<file path="src/rtl/stroke_sequencer_pkg.sv">
// Shared types and constants for the stroke sequencer and its settle timer.
package stroke_sequencer_pkg;

  localparam int COORD_W    = 8;
  localparam int IDX_W      = 5;
  localparam int DIGIT_MAX  = 9;
  localparam int NUM_DIGITS = DIGIT_MAX + 1;

  typedef enum logic [2:0] {
    S_IDLE      = 3'd0,
    S_FETCH     = 3'd1,
    S_PEN       = 3'd2,
    S_SETTLE    = 3'd3,
    S_ISSUE     = 3'd4,
    S_WAIT_DONE = 3'd5,
    S_NEXT      = 3'd6,
    S_DONE      = 3'd7
  } state_t;

  // One-hot ROM select for a digit; an out-of-range digit selects nothing.
  function automatic logic [NUM_DIGITS-1:0] digit_onehot(input logic [3:0] d);
    logic [NUM_DIGITS-1:0] oh;
    for (int i = 0; i < NUM_DIGITS; i++) begin
      oh[i] = (d == 4'(i));
    end
    return oh;
  endfunction

endpackage

</file>
<file path="src/rtl/stroke_sequencer_settle.sv">
// Down-counter that times the pen actuator settle window.
module pen_settle_timer #(
  parameter int CNT_W = 16
) (
  input  logic             clk,
  input  logic             rst_n,
  input  logic             load,
  input  logic [CNT_W-1:0] load_val,
  input  logic             en,
  output logic [CNT_W-1:0] count,
  output logic             zero
);

  // Load takes priority; otherwise count down while enabled, holding at zero.
  always_ff @(posedge clk or negedge rst_n) begin
    if (!rst_n) begin
      count <= '0;
    end else if (load) begin
      count <= load_val;
    end else if (en && (count != '0)) begin
      count <= count - CNT_W'(1);
    end
  end

  assign zero = (count == '0);

endmodule

</file>
<file path="src/rtl/stroke_sequencer.sv">
// Walks a digit's stroke ROM segment by segment, drives the pen with a settle
// delay on every pen change, and hands each move to the motion engine.
module stroke_sequencer
  import stroke_sequencer_pkg::*;
#(
  parameter int MAX_SEGS   = 32,
  parameter int PEN_SETTLE = 50000
) (
  input  logic                  clk,
  input  logic                  rst_n,
  input  logic                  start,
  input  logic [3:0]            digit,
  output logic [IDX_W-1:0]      rom_idx,
  output logic [NUM_DIGITS-1:0] rom_en,
  input  logic [COORD_W-1:0]    rom_sx,
  input  logic [COORD_W-1:0]    rom_sy,
  input  logic [COORD_W-1:0]    rom_ex,
  input  logic [COORD_W-1:0]    rom_ey,
  input  logic                  rom_pen,
  output logic                  cmd_valid,
  input  logic                  cmd_ready,
  output logic [COORD_W-1:0]    cmd_sx,
  output logic [COORD_W-1:0]    cmd_sy,
  output logic [COORD_W-1:0]    cmd_ex,
  output logic [COORD_W-1:0]    cmd_ey,
  input  logic                  move_done,
  output logic                  pen_out,
  output logic                  busy,
  output logic                  done,
  output logic                  err
);

  localparam int CNT_W = (PEN_SETTLE > 1) ? $clog2(PEN_SETTLE) : 1;
  localparam logic [CNT_W-1:0] SETTLE_LOAD = CNT_W'(PEN_SETTLE - 1);
  localparam logic [IDX_W-1:0] LAST_IDX    = IDX_W'(MAX_SEGS - 1);

  state_t           state;
  state_t           state_next;
  logic [3:0]       digit_q;
  logic             seg_pen;
  logic             bad_start_q;
  logic             settle_load;
  logic             settle_en;
  logic             settle_zero;
  logic [CNT_W-1:0] settle_count;
  logic             accept_start;
  logic             illegal_start;
  logic             pen_change;
  logic             terminal;

  assign accept_start  = start && (state == S_IDLE) && (digit <= 4'(DIGIT_MAX));
  assign illegal_start = start && (state == S_IDLE) && (digit >  4'(DIGIT_MAX));
  assign pen_change    = (seg_pen != pen_out);
  // Segment 0 leaves the origin, so it can never be the terminal segment.
  assign terminal      = !seg_pen && (cmd_ex == '0) && (cmd_ey == '0) && (rom_idx != '0);

  pen_settle_timer #(
    .CNT_W (CNT_W)
  ) u_settle (
    .clk      (clk),
    .rst_n    (rst_n),
    .load     (settle_load),
    .load_val (SETTLE_LOAD),
    .en       (settle_en),
    .count    (settle_count),
    .zero     (settle_zero)
  );

  // State register.
  always_ff @(posedge clk or negedge rst_n) begin
    if (!rst_n) begin
      state <= S_IDLE;
    end else begin
      state <= state_next;
    end
  end

  // Next-state logic.
  always_comb begin
    state_next = state;
    case (state)
      S_IDLE:      if (accept_start) state_next = S_FETCH;
      S_FETCH:     state_next = S_PEN;
      S_PEN:       state_next = pen_change ? S_SETTLE : S_ISSUE;
      S_SETTLE:    if (settle_zero) state_next = S_ISSUE;
      S_ISSUE:     if (cmd_ready) state_next = S_WAIT_DONE;
      S_WAIT_DONE: if (move_done) state_next = S_NEXT;
      S_NEXT: begin
        if (terminal || (rom_idx == LAST_IDX)) state_next = S_DONE;
        else                                   state_next = S_FETCH;
      end
      S_DONE:      state_next = S_IDLE;
      default:     state_next = S_IDLE;
    endcase
  end

  // State-decoded outputs; an illegal-digit start reports done without leaving IDLE.
  always_comb begin
    rom_en      = (state == S_FETCH) ? digit_onehot(digit_q) : '0;
    cmd_valid   = (state == S_ISSUE);
    busy        = (state != S_IDLE);
    done        = (state == S_DONE) || bad_start_q;
    settle_load = (state == S_PEN) && pen_change;
    settle_en   = (state == S_SETTLE);
  end

  // Segment datapath, pen actuator, index walk and error flag.
  always_ff @(posedge clk or negedge rst_n) begin
    if (!rst_n) begin
      digit_q     <= '0;
      rom_idx     <= '0;
      cmd_sx      <= '0;
      cmd_sy      <= '0;
      cmd_ex      <= '0;
      cmd_ey      <= '0;
      seg_pen     <= 1'b0;
      pen_out     <= 1'b0;
      err         <= 1'b0;
      bad_start_q <= 1'b0;
    end else begin
      bad_start_q <= illegal_start;
      case (state)
        S_IDLE: begin
          if (accept_start) begin
            digit_q <= digit;
            err     <= 1'b0;
            rom_idx <= '0;
          end else if (illegal_start) begin
            err <= 1'b1;
          end
        end
        S_FETCH: begin
          cmd_sx  <= rom_sx;
          cmd_sy  <= rom_sy;
          cmd_ex  <= rom_ex;
          cmd_ey  <= rom_ey;
          seg_pen <= rom_pen;
        end
        S_PEN: begin
          if (pen_change) pen_out <= seg_pen;
        end
        S_NEXT: begin
          if (terminal) begin
            pen_out <= 1'b0;
          end else if (rom_idx == LAST_IDX) begin
            err <= 1'b1;
          end else begin
            rom_idx <= rom_idx + IDX_W'(1);
          end
        end
        S_DONE: begin
          rom_idx <= '0;
        end
        default: ;
      endcase
    end
  end

endmodule

</file>
<file path="config.mk">
export PLATFORM = sky130hd
export DESIGN_NAME = stroke_sequencer
export DESIGN_NICKNAME = d
export VERILOG_FILES = /design/src/rtl/stroke_sequencer_pkg.sv /design/src/rtl/stroke_sequencer_settle.sv /design/src/rtl/stroke_sequencer.sv
export SDC_FILE = /design/constraint.sdc
export NUM_CORES = 1
export LEC_CHECK = 0
export ABC_AREA = 0
export ABC_CLOCK_PERIOD_IN_PS = 4360
export CAP_MARGIN = 0
export CORE_ASPECT_RATIO = 0.6
export CORE_MARGIN = 2
export CORE_UTILIZATION = 51
export DETAILED_ROUTE_END_ITERATION = 16
export MAX_ROUTING_LAYER = met4
export PLACE_DENSITY = 0.95
export SLEW_MARGIN = 40
export SYNTH_ARGS = -nofsm -noshare
export SYNTH_HDL_FRONTEND = slang
export SYNTH_SLANG_ARGS = --single-unit
</file>
<file path="constraint.sdc">
create_clock -name clk -period 4.36 [get_ports clk]
set_input_delay 0.654 -clock clk [delete_from_list [all_inputs] [get_ports clk]]
set_output_delay 0.654 -clock clk [all_outputs]
set_load 0.02 [all_outputs]
</file>
Yosys cells after proc, flatten, opt, wreduce, memory -nomap -nowiden
Index checks and enable logic that the tools add are counted.

word-level totals
  input bits = 42
  output and inout port bits = 52
  logic and storage cells = 94
  flip-flop bits (word level) = 64

operators by class
  add/subtract/negate cells = 2
  eq/ne operators = 28
  reduce and logical (&&, ||, !) cells = 28
  muxes and demuxes = 22
  order comparisons = 2

operator list
  cell                                                 number
  two-way mux 16 bit                                   2
  case mux 3 bit (8 select lines)                      1
  two-way mux 3 bit                                    6
  equality test 4 x 3 -> 1 bit, second input constant  4
  logical NOT 16 bit                                   1
  logical NOT 8 bit                                    2
  != test 2 bit, second input constant                 8
  nonzero test 16 bit                                  1
  subtractor 16 x 1 -> 16 bit, second input constant   1
  two-way mux 5 bit                                    3
  case mux 5 bit (3 select lines)                      1
  equality test 3 bit, second input constant           4
  AND reduction 4 bit                                  3
  two-way mux 10 bit                                   1
  equality test 4 x 2 -> 1 bit, second input constant  2
  equality test 4 bit, second input constant           2
  logical AND 1 bit                                    8
  equality test 3 x 2 -> 1 bit, second input constant  2
  two-way mux 1 bit                                    6
  nonzero test 2 bit                                   3
  nonzero test 3 bit                                   2
  adder 5 x 1 -> 5 bit, second input constant          1
  equality test 5 bit, second input constant           1
  nonzero test 5 bit                                   1
  other kinds (14)                                     16

Depth between registers and ports, before layout
Gate-level depths: netlist of the first run.

  depth in word-level cells = 7
  depth in mapped cells = 8
  mapped depth without buffers = 7

Hierarchy
Synthesis of the first run repeated with hierarchy kept, for this count alone.

second synthesis, totals
  cells, all modules = 304
  area total of the unflattened synthesis = 3,298.2 um2

modules (own cells, without submodules)
  module            cells an instance  sequential area each (um2)  area each (um2)  times used
  stroke_sequencer  180                1,201.2                     2,234.6          1
  pen_settle_timer  124                400.4                       1,063.5          1

Least setup slack after synthesis of the first run
No wires, ideal clock.

  path type = reg2out
  start = register state[2]
  end = output port rom_en[1]
  cell stages (with the launch flop) = 7
  setup slack = 1.956 ns
  arrival = 1.750 ns
  path through = dfrtp_1 clkbuf_1 nor2b_1 nand2b_1 clkbuf_1 or3_1 nor3_1

between the ends
  longest elaborated chain between the ends = 2

RTL lines
  item                          line                    RTL
  from (decl)                   stroke_sequencer.sv:37  state_t state;
  from (signal assigned)        stroke_sequencer.sv:74  state <= state_next;
  equality test 3 x 1 -> 1 bit  stroke_sequencer.sv:99  rom_en = (state == S_FETCH) ? digit_onehot(digit_q) : '0;
  two-way mux 10 bit            stroke_sequencer.sv:99
  to (decl)                     stroke_sequencer.sv:14  output logic [NUM_DIGITS-1:0] rom_en,

Every way passes these cells.

Worst setup path after layout of the first run
  start = register state[0]
  end = output port rom_en[6]

Same word-level chain as after synthesis.

==> impl_metrics.yaml, run 1 <==
outcome:
  status: "finished, final reports clean"
cells_and_area:
  antenna_cells: 0
  n_fill_cell: 426
  area_growth_syn_to_layout_pct: 36.57
  finalNetCount: 496
  drive_gt1_frac: 0.07489
  fin_cells: 538
die:
  initial_utilization: 0.5276
  die_x_um: 106.4
  core_um2: 6083
  ioPinCount: 94
  fp-row-count: 22
  fp.dieH_um: 65.45
  die-area_um2: 6964
global_routing:
  grt_max_degree: 37
  grt_pass1_wl_um: 14570
  grt_pass1_vias: 2975
  grt_use_total: 0.2772
  antenna_found_initial: 0
  grt.overflow.total: 0
clock_tree:
  clk_latency_ns: 0.35
  cts_num_sinks: 64
  clkTransAtPathRegs_ns: 0.07
  cts_tree: "yes"
  clockBufferDepth: 2
  postCtsSetupBuffers: 0
  cts_resized: 0
  cts_root_buffer: "clkbuf_8"
  cts.htree.levels: 3
  numCtsBuffers: 9
  cts_hold_buf: 0
power_and_ir_drop:
  p_total_mw: 2.939
  p_per_area_nw_per_um2: 670.6
  pwr-share-seq: 0.375
  pwr-share-clk: 0.158
  ir_worst_vdd_v: 0.0004448
  p_leak_nw: 1.953
  intPower_mw: 1.669
  switching_share: 0.4321
  power_frac_comb: 0.468
  netSwitchingPower_mw: 1.270
yosys:
  synth_area_per_cell_um2: 8.890
  synth_flop_cell: "dfrtp_1"
  synth_edf_count: 0
  ys_ff_latch: 64
  seq_area_frac_synth: 0.4990
  synth_cells: 361
  ys_warn_count: 0
  synth_async_sr_flop_share: 1.000
  syn-num-nets: 408
  synth_area_um2: 3209
  ys_types: 50
detailed_routing:
  ant_nets: 0
  drtIter0Drc: 293
  via_per_inst: 5.727
  drtPass1Iterations: 6
  routed_wl_um: 8602
  vias: 3081
  drc: 0
  wire_per_inst_um: 15.99
timing:
  fmax_mhz: 286.9
  final-setup-viol-count: 0
  finClkSkew_ns: 0.008829
  maxSlewViolCount: 0
  rsz0062_at_grt: "false"
  relSlewSlack: 0.4708
  fin_ws_ns: 0.8739
  whs_ns: 0.2499
  worstMarginPinSlew_ns: 0.7873
  finalCritPeriodShare: 0.7996
  hold_viol: 0
  period_minus_slack_ns: 3.486
  finalSetupTns_ns: 0
setup_path:
  worst_setup_path_start_kind: "flop"
  crit_chain: "inv_1, nor3_2, nand4b_1, nor2_1, clkdlybuf4s50_1"
  cp_data_arrival_time_ns: 2.83
  cp-end-kind: "output port"
  critical_path_class: "flop to output port"
  crit_required_ns: 3.71
  cpPeakStageDelay_ns: 0.65
  path_buf_inv: 2
  crit_path_top_delay_cell: "nor3_2"
  crit_fanout: 17
  critical_path.top_delay_family: "simple AND/OR/NAND/NOR gates"
placed_design:
  dp.cells: 522
  port_buffers: 93
  pre_cts_slack_ns: 1.260
  dp_hpwl_um: 6171
  gp_congestion: 0.9109
run:
  drv_cap: 0
min_path:
  hp-class: "primary input to asynchronous set/reset pin"
-- area by class of cell --
class,instances,area (um2),share of cell area
clock buffers,9,123.9,0.02826
repair buffers,97,958.4,0.2187
clock inverters,7,56.30,0.01285
multi-input cells,267,1500,0.3423
well taps,84,105.1,0.02398
flip-flops and latches,64,1602,0.3654
inverters,10,37.54,0.008564
-- power by group through the flow --
stage	registers (mW)	clock network, mW	logic [mW]
final	1.10	0.463	1.37
after global routing	1.14	0.503	1.50
after CTS	1.10	0.473	1.38
after detailed placement	1.10	0	1.37
after global placement	1.08	0	1.32
after floorplan	1.21	0	0.652
-- cell usage after synthesis (all sizes together) (8+ instances only) --
library cell  count  area (um2)
nor2             20       75.07
mux2i             8       80.08
nor3              9       45.04
nor4              8       50.05
a21oi            10       50.05
nand3             9       45.04
nand4b            8       70.07
dfrtp            64        1602
nand2           113       424.2
clkbuf           17       65.06
o21ai             8       40.04
inv              10       37.54
-- per-layer routing --
layer	part of all wire	track usage	wire [um]	vias up
li1	-	-	-	1429
met2	0.45	0.4327	3910	169
met1	0.43	0.3575	3704	1458
met4	0.015	0.06331	127	0
met5	0	-	0	-
met3	0.10	0.09226	860	25
-- registers in the layout (all words and copies together) (netlist names) --
register / cells
digit_q: 4
cmd_ey: 8
err: 1
rom_idx: 5
u_settle.count: 16
cmd_ex: 8
seg_pen: 1
bad_start_q: 1
cmd_sy: 8
cmd_sx: 8
state: 3
pen_out: 1
-- placed cells by master, fill, tap and decap left out, types with 3 or more instances in the layout --
| master | instances |
|---|---|
| mux2i_1 | 8 |
| nor2_1 | 20 |
| mux2_2 | 4 |
| dfrtp_1 | 64 |
| or3_1 | 5 |
| nor4_1 | 6 |
| clkbuf_8 | 9 |
| or2_2 | 3 |
| a22oi_1 | 3 |
| nor3_1 | 8 |
| o21ai_0 | 8 |
| nor4b_1 | 4 |
| a21oi_1 | 10 |
| nand2_1 | 113 |
| clkinv_4 | 3 |
| buf_4 | 5 |
| and3_1 | 5 |
| o41ai_1 | 3 |
| o221ai_1 | 5 |
| nand3_1 | 9 |
| clkdlybuf4s50_1 | 92 |
| ha_1 | 5 |
| inv_1 | 10 |
| nand4b_1 | 8 |
| nand3b_1 | 4 |
| nand2b_1 | 5 |
-- worst paths after layout --
kind,end,slack [ns],from,depth (start not counted)
min in group clk,cmd_sy[6]$_DFFE_PN0P_,0.48,cmd_sy[6]$_DFFE_PN0P_,2
max in group asynchronous,u_settle.count[1]$_DFFE_PN0P_,3.35,rst_n,2
hold reg to reg,cmd_sy[6]$_DFFE_PN0P_,0.48,cmd_sy[6]$_DFFE_PN0P_,2
setup / recovery,rom_en[6],0.87,state[0]$_DFFE_PN0P_,5
setup reg to reg,u_settle.count[1]$_DFFE_PN0P_,1.73,u_settle.count[7]$_DFFE_PN0P_,4
hold / removal,rom_idx[4]$_DFFE_PN0P_,0.25,rst_n,1
-- cells by family after synthesis --
kind of cell               synth area share
and+or+nand+nor                      0.3068
adders and majority gates           0.01949
buffers and inverters               0.03899
xor gates and xnor gates           0.002730
muxes                               0.03899
DFF                                  0.4990
AOI/OAI and AO/OA                   0.09397
-- stage by stage --
stage	utilization	instance area, um2
after floorplan	-	3209
after global placement	0.6884	4188
after detailed placement	0.6894	4194
after CTS	0.7190	4374
after global routing	0.7205	4383
final	0.7205	4383
Power figures use the tool's default switching activity.
==> run 2: changes to the inputs <==
--- a/config.mk
+++ b/config.mk
@@ -6,14 +6,14 @@
 export NUM_CORES = 1
 export LEC_CHECK = 0
 export ABC_AREA = 0
-export ABC_CLOCK_PERIOD_IN_PS = 4360
+export ABC_CLOCK_PERIOD_IN_PS = 2820
 export CAP_MARGIN = 0
 export CORE_ASPECT_RATIO = 0.6
 export CORE_MARGIN = 2
-export CORE_UTILIZATION = 51
+export CORE_UTILIZATION = 43
 export DETAILED_ROUTE_END_ITERATION = 16
 export MAX_ROUTING_LAYER = met4
-export PLACE_DENSITY = 0.95
+export PLACE_DENSITY = 0.88
 export SLEW_MARGIN = 40
 export SYNTH_ARGS = -nofsm -noshare
 export SYNTH_HDL_FRONTEND = slang
==> constraint.sdc (replaced) <==
create_clock -name clk -period 2.82 [get_ports clk]
set_input_delay 0.423 -clock clk [delete_from_list [all_inputs] [get_ports clk]]
set_output_delay 0.423 -clock clk [all_outputs]
set_load 0.02 [all_outputs]
==> run 2 against run 1 <==
Effect of this change: worst setup slack got worse by 0.81 ns; global-route usage decreased by 3.9 points; total power increased by 71%; sequential cell count unchanged; clock-buffer cell count increased by 1; first-iteration DRC count decreased by 25%; final area increased by 5.0%; combinational power increased by 66%; largest power group unchanged; final cell count increased by 5.6%.
==> impl_metrics.yaml, run 2 (synthesized netlist as in run 1, its figures left out) <==
placed_design:
  port_buffers: 93
  dp_hpwl_um: 6139
  gp_congestion: 0.9232
  pre_cts_slack_ns: 0.3233
global_routing:
  antenna_found_initial: 0
  grt_max_degree: 29
  grt.overflow.total: 0
  grt_pass1_wl_um: 14570
  grt_use_total: 0.2383
  grt_pass1_vias: 2952
die:
  die_x_um: 115.5
  fp.dieH_um: 70.92
  ioPinCount: 94
  fp-row-count: 24
  core_um2: 7237
  die-area_um2: 8193
  initial_utilization: 0.4435
setup_path:
  crit_required_ns: 2.40
  crit_chain: "nor2b_1, nand2b_1, buf_4, nor4_1, clkdlybuf4s50_1"
  crit_path_top_delay_cell: "clkdlybuf4s50_1"
  crit_path_end: "rom_en[8]"
  critical_path.top_delay_family: "buffers and inverters"
  rr_startpoint: "u_settle.count[7]$_DFFE_PN0P_"
  cp-end-kind: "output port"
  cpPeakStageDelay_ns: 0.67
  rr_worst_depth: 4
  cp_data_arrival_time_ns: 2.34
  r2r_end: "u_settle.count[15]$_DFFE_PN0P_"
  crit_start: "state[2]$_DFFE_PN0P_"
  path_buf_inv: 2
  crit_fanout: 21
  worst_setup_path_start_kind: "flop"
  crit_cells: 5
  critical_path_class: "flop to output port"
  r2r_slack_ns: 0.34
power_and_ir_drop:
  power_frac_comb: 0.454
  switching_share: 0.3996
  intPower_mw: 3.010
  ir_worst_vdd_v: 0.0006580
  p_leak_nw: 2.110
  p_per_area_nw_per_um2: 1089
  netSwitchingPower_mw: 2.003
  pwr-share-seq: 0.323
  pwr-share-clk: 0.223
timing:
  fmax_mhz: 362.3
  finClkSkew_ns: 0.004570
  worstMarginPinSlew_ns: 0.6496
  final-setup-viol-count: 0
  hold_viol: 0
  period_minus_slack_ns: 2.760
  maxSlewViolCount: 0
  relSlewSlack: 0.5670
  finalCritPeriodShare: 0.9788
  fin_ws_ns: 0.05990
detailed_routing:
  via_per_inst: 5.447
  drtPass1Iterations: 7
  vias: 3094
  wire_per_inst_um: 15.35
  drc: 0
  drtIter0Drc: 220
  ant_nets: 0
  routed_wl_um: 8719
cells_and_area:
  n_fill_cell: 571
  finalNetCount: 506
  largest_register_ffs: 16
  area_growth_syn_to_layout_pct: 43.39
  final_common_cell: "nand2_1"
  antenna_cells: 0
  register_area_um2: 1602
  final_util: 0.6359
  drive_gt1_frac: 0.09052
  layout_common_cells: "nand2_1 (113), clkdlybuf4s50_1 (89), dfrtp_1 (64), nor2_1 (20), buf_4 (14)"
  multi_input_comb_area_um2: 1488
  top_register: "u_settle.count"
clock_tree:
  clkTransAtPathRegs_ns: 0.06
  clk_latency_ns: 0.33
  cts_tree: "yes"
  cts_num_sinks: 64
  cts.htree.levels: 3
  clockBufferDepth: 2
  cts_root_buffer: "clkbuf_16"
  postCtsSetupBuffers: 0
  numCtsBuffers: 9
  cts_hold_buf: 0
outcome:
  status: "finished, final reports clean"
min_path:
  hp-class: "primary input to asynchronous set/reset pin"
run:
  drv_cap: 0
-- run 2: cell count changes in the layout (fill, tap and decap cells not counted) --
cell             delta
buf_2               +1
buf_4               +9
bufinv_16           +1
clkbuf_16           +9
clkbuf_8            -8
clkdlybuf4s50_1     -3
clkinv_4            -2
clkinvlp_4          +1
dlymetal6s2s_1      +3
inv_6               -1
nor4_1              +2
nor4_2              -2
-- run 2: per-stage QoR --
stage                     std cells  setup TNS [ns]  instance area [um2]  hold slack (ns)  power (mW)
after global routing            568        -0.03817                 4602           0.1607       5.333
after CTS                       568               0                 4594           0.1282       5.025
after floorplan                 361               0                 3209           0.1274       2.876
after global placement          552               0                 4288           0.4565       3.805
after detailed placement        552               0                 4288           0.4607       3.874
final                           568               0                 4602           0.1173       5.013
-- run 2: cell type report --
type,count,share of cell area
multi-input cells,267,0.3233
clock inverters,6,0.01468
clock buffers,10,0.05193
repair buffers,107,0.2257
well taps,104,0.02828
flip-flops and latches,64,0.3480
inverters,10,0.008157
-- run 2: worst min path at each step --
stage          slack, ns                             to  depth (start not counted)                           from
2_1_floorplan       0.13          bad_start_q$_DFF_PN0_                          0                          rst_n
3_3_place_gp        0.46  u_settle.count[3]$_DFFE_PN0P_                          1  u_settle.count[3]$_DFFE_PN0P_
3_5_place_dp        0.46          cmd_sy[1]$_DFFE_PN0P_                          2          cmd_sy[1]$_DFFE_PN0P_
4_1_cts             0.13         rom_idx[3]$_DFFE_PN0P_                          1                          rst_n
5_1_grt             0.16         rom_idx[0]$_DFFE_PN0P_                          1                          rst_n
6_report            0.12         rom_idx[0]$_DFFE_PN0P_                          1                          rst_n
-- run 2: power by group through the flow --
stage / clock [mW] / sequential [mW] / combinational (mW)
finish: 1.12 / 1.62 / 2.27
global route: 1.18 / 1.68 / 2.48
CTS: 1.14 / 1.61 / 2.28
detailed placement: 0 / 1.61 / 2.27
global placement: 0 / 1.60 / 2.20
floorplan: 0 / 1.87 / 1.01
-- run 2: routing by layer --
layer	up-vias	global-route usage	wire length, um
li1	1458	-	-
met1	1449	0.3231	3799
met2	170	0.3275	3819
met3	17	0.08226	955
met4	0	0.09505	144
met5	-	-	0
-- run 2: what timing repair did --
action	CTS	global route
hold endpoints to repair	0	0
setup endpoints to repair	0	3
resized for setup	0	3
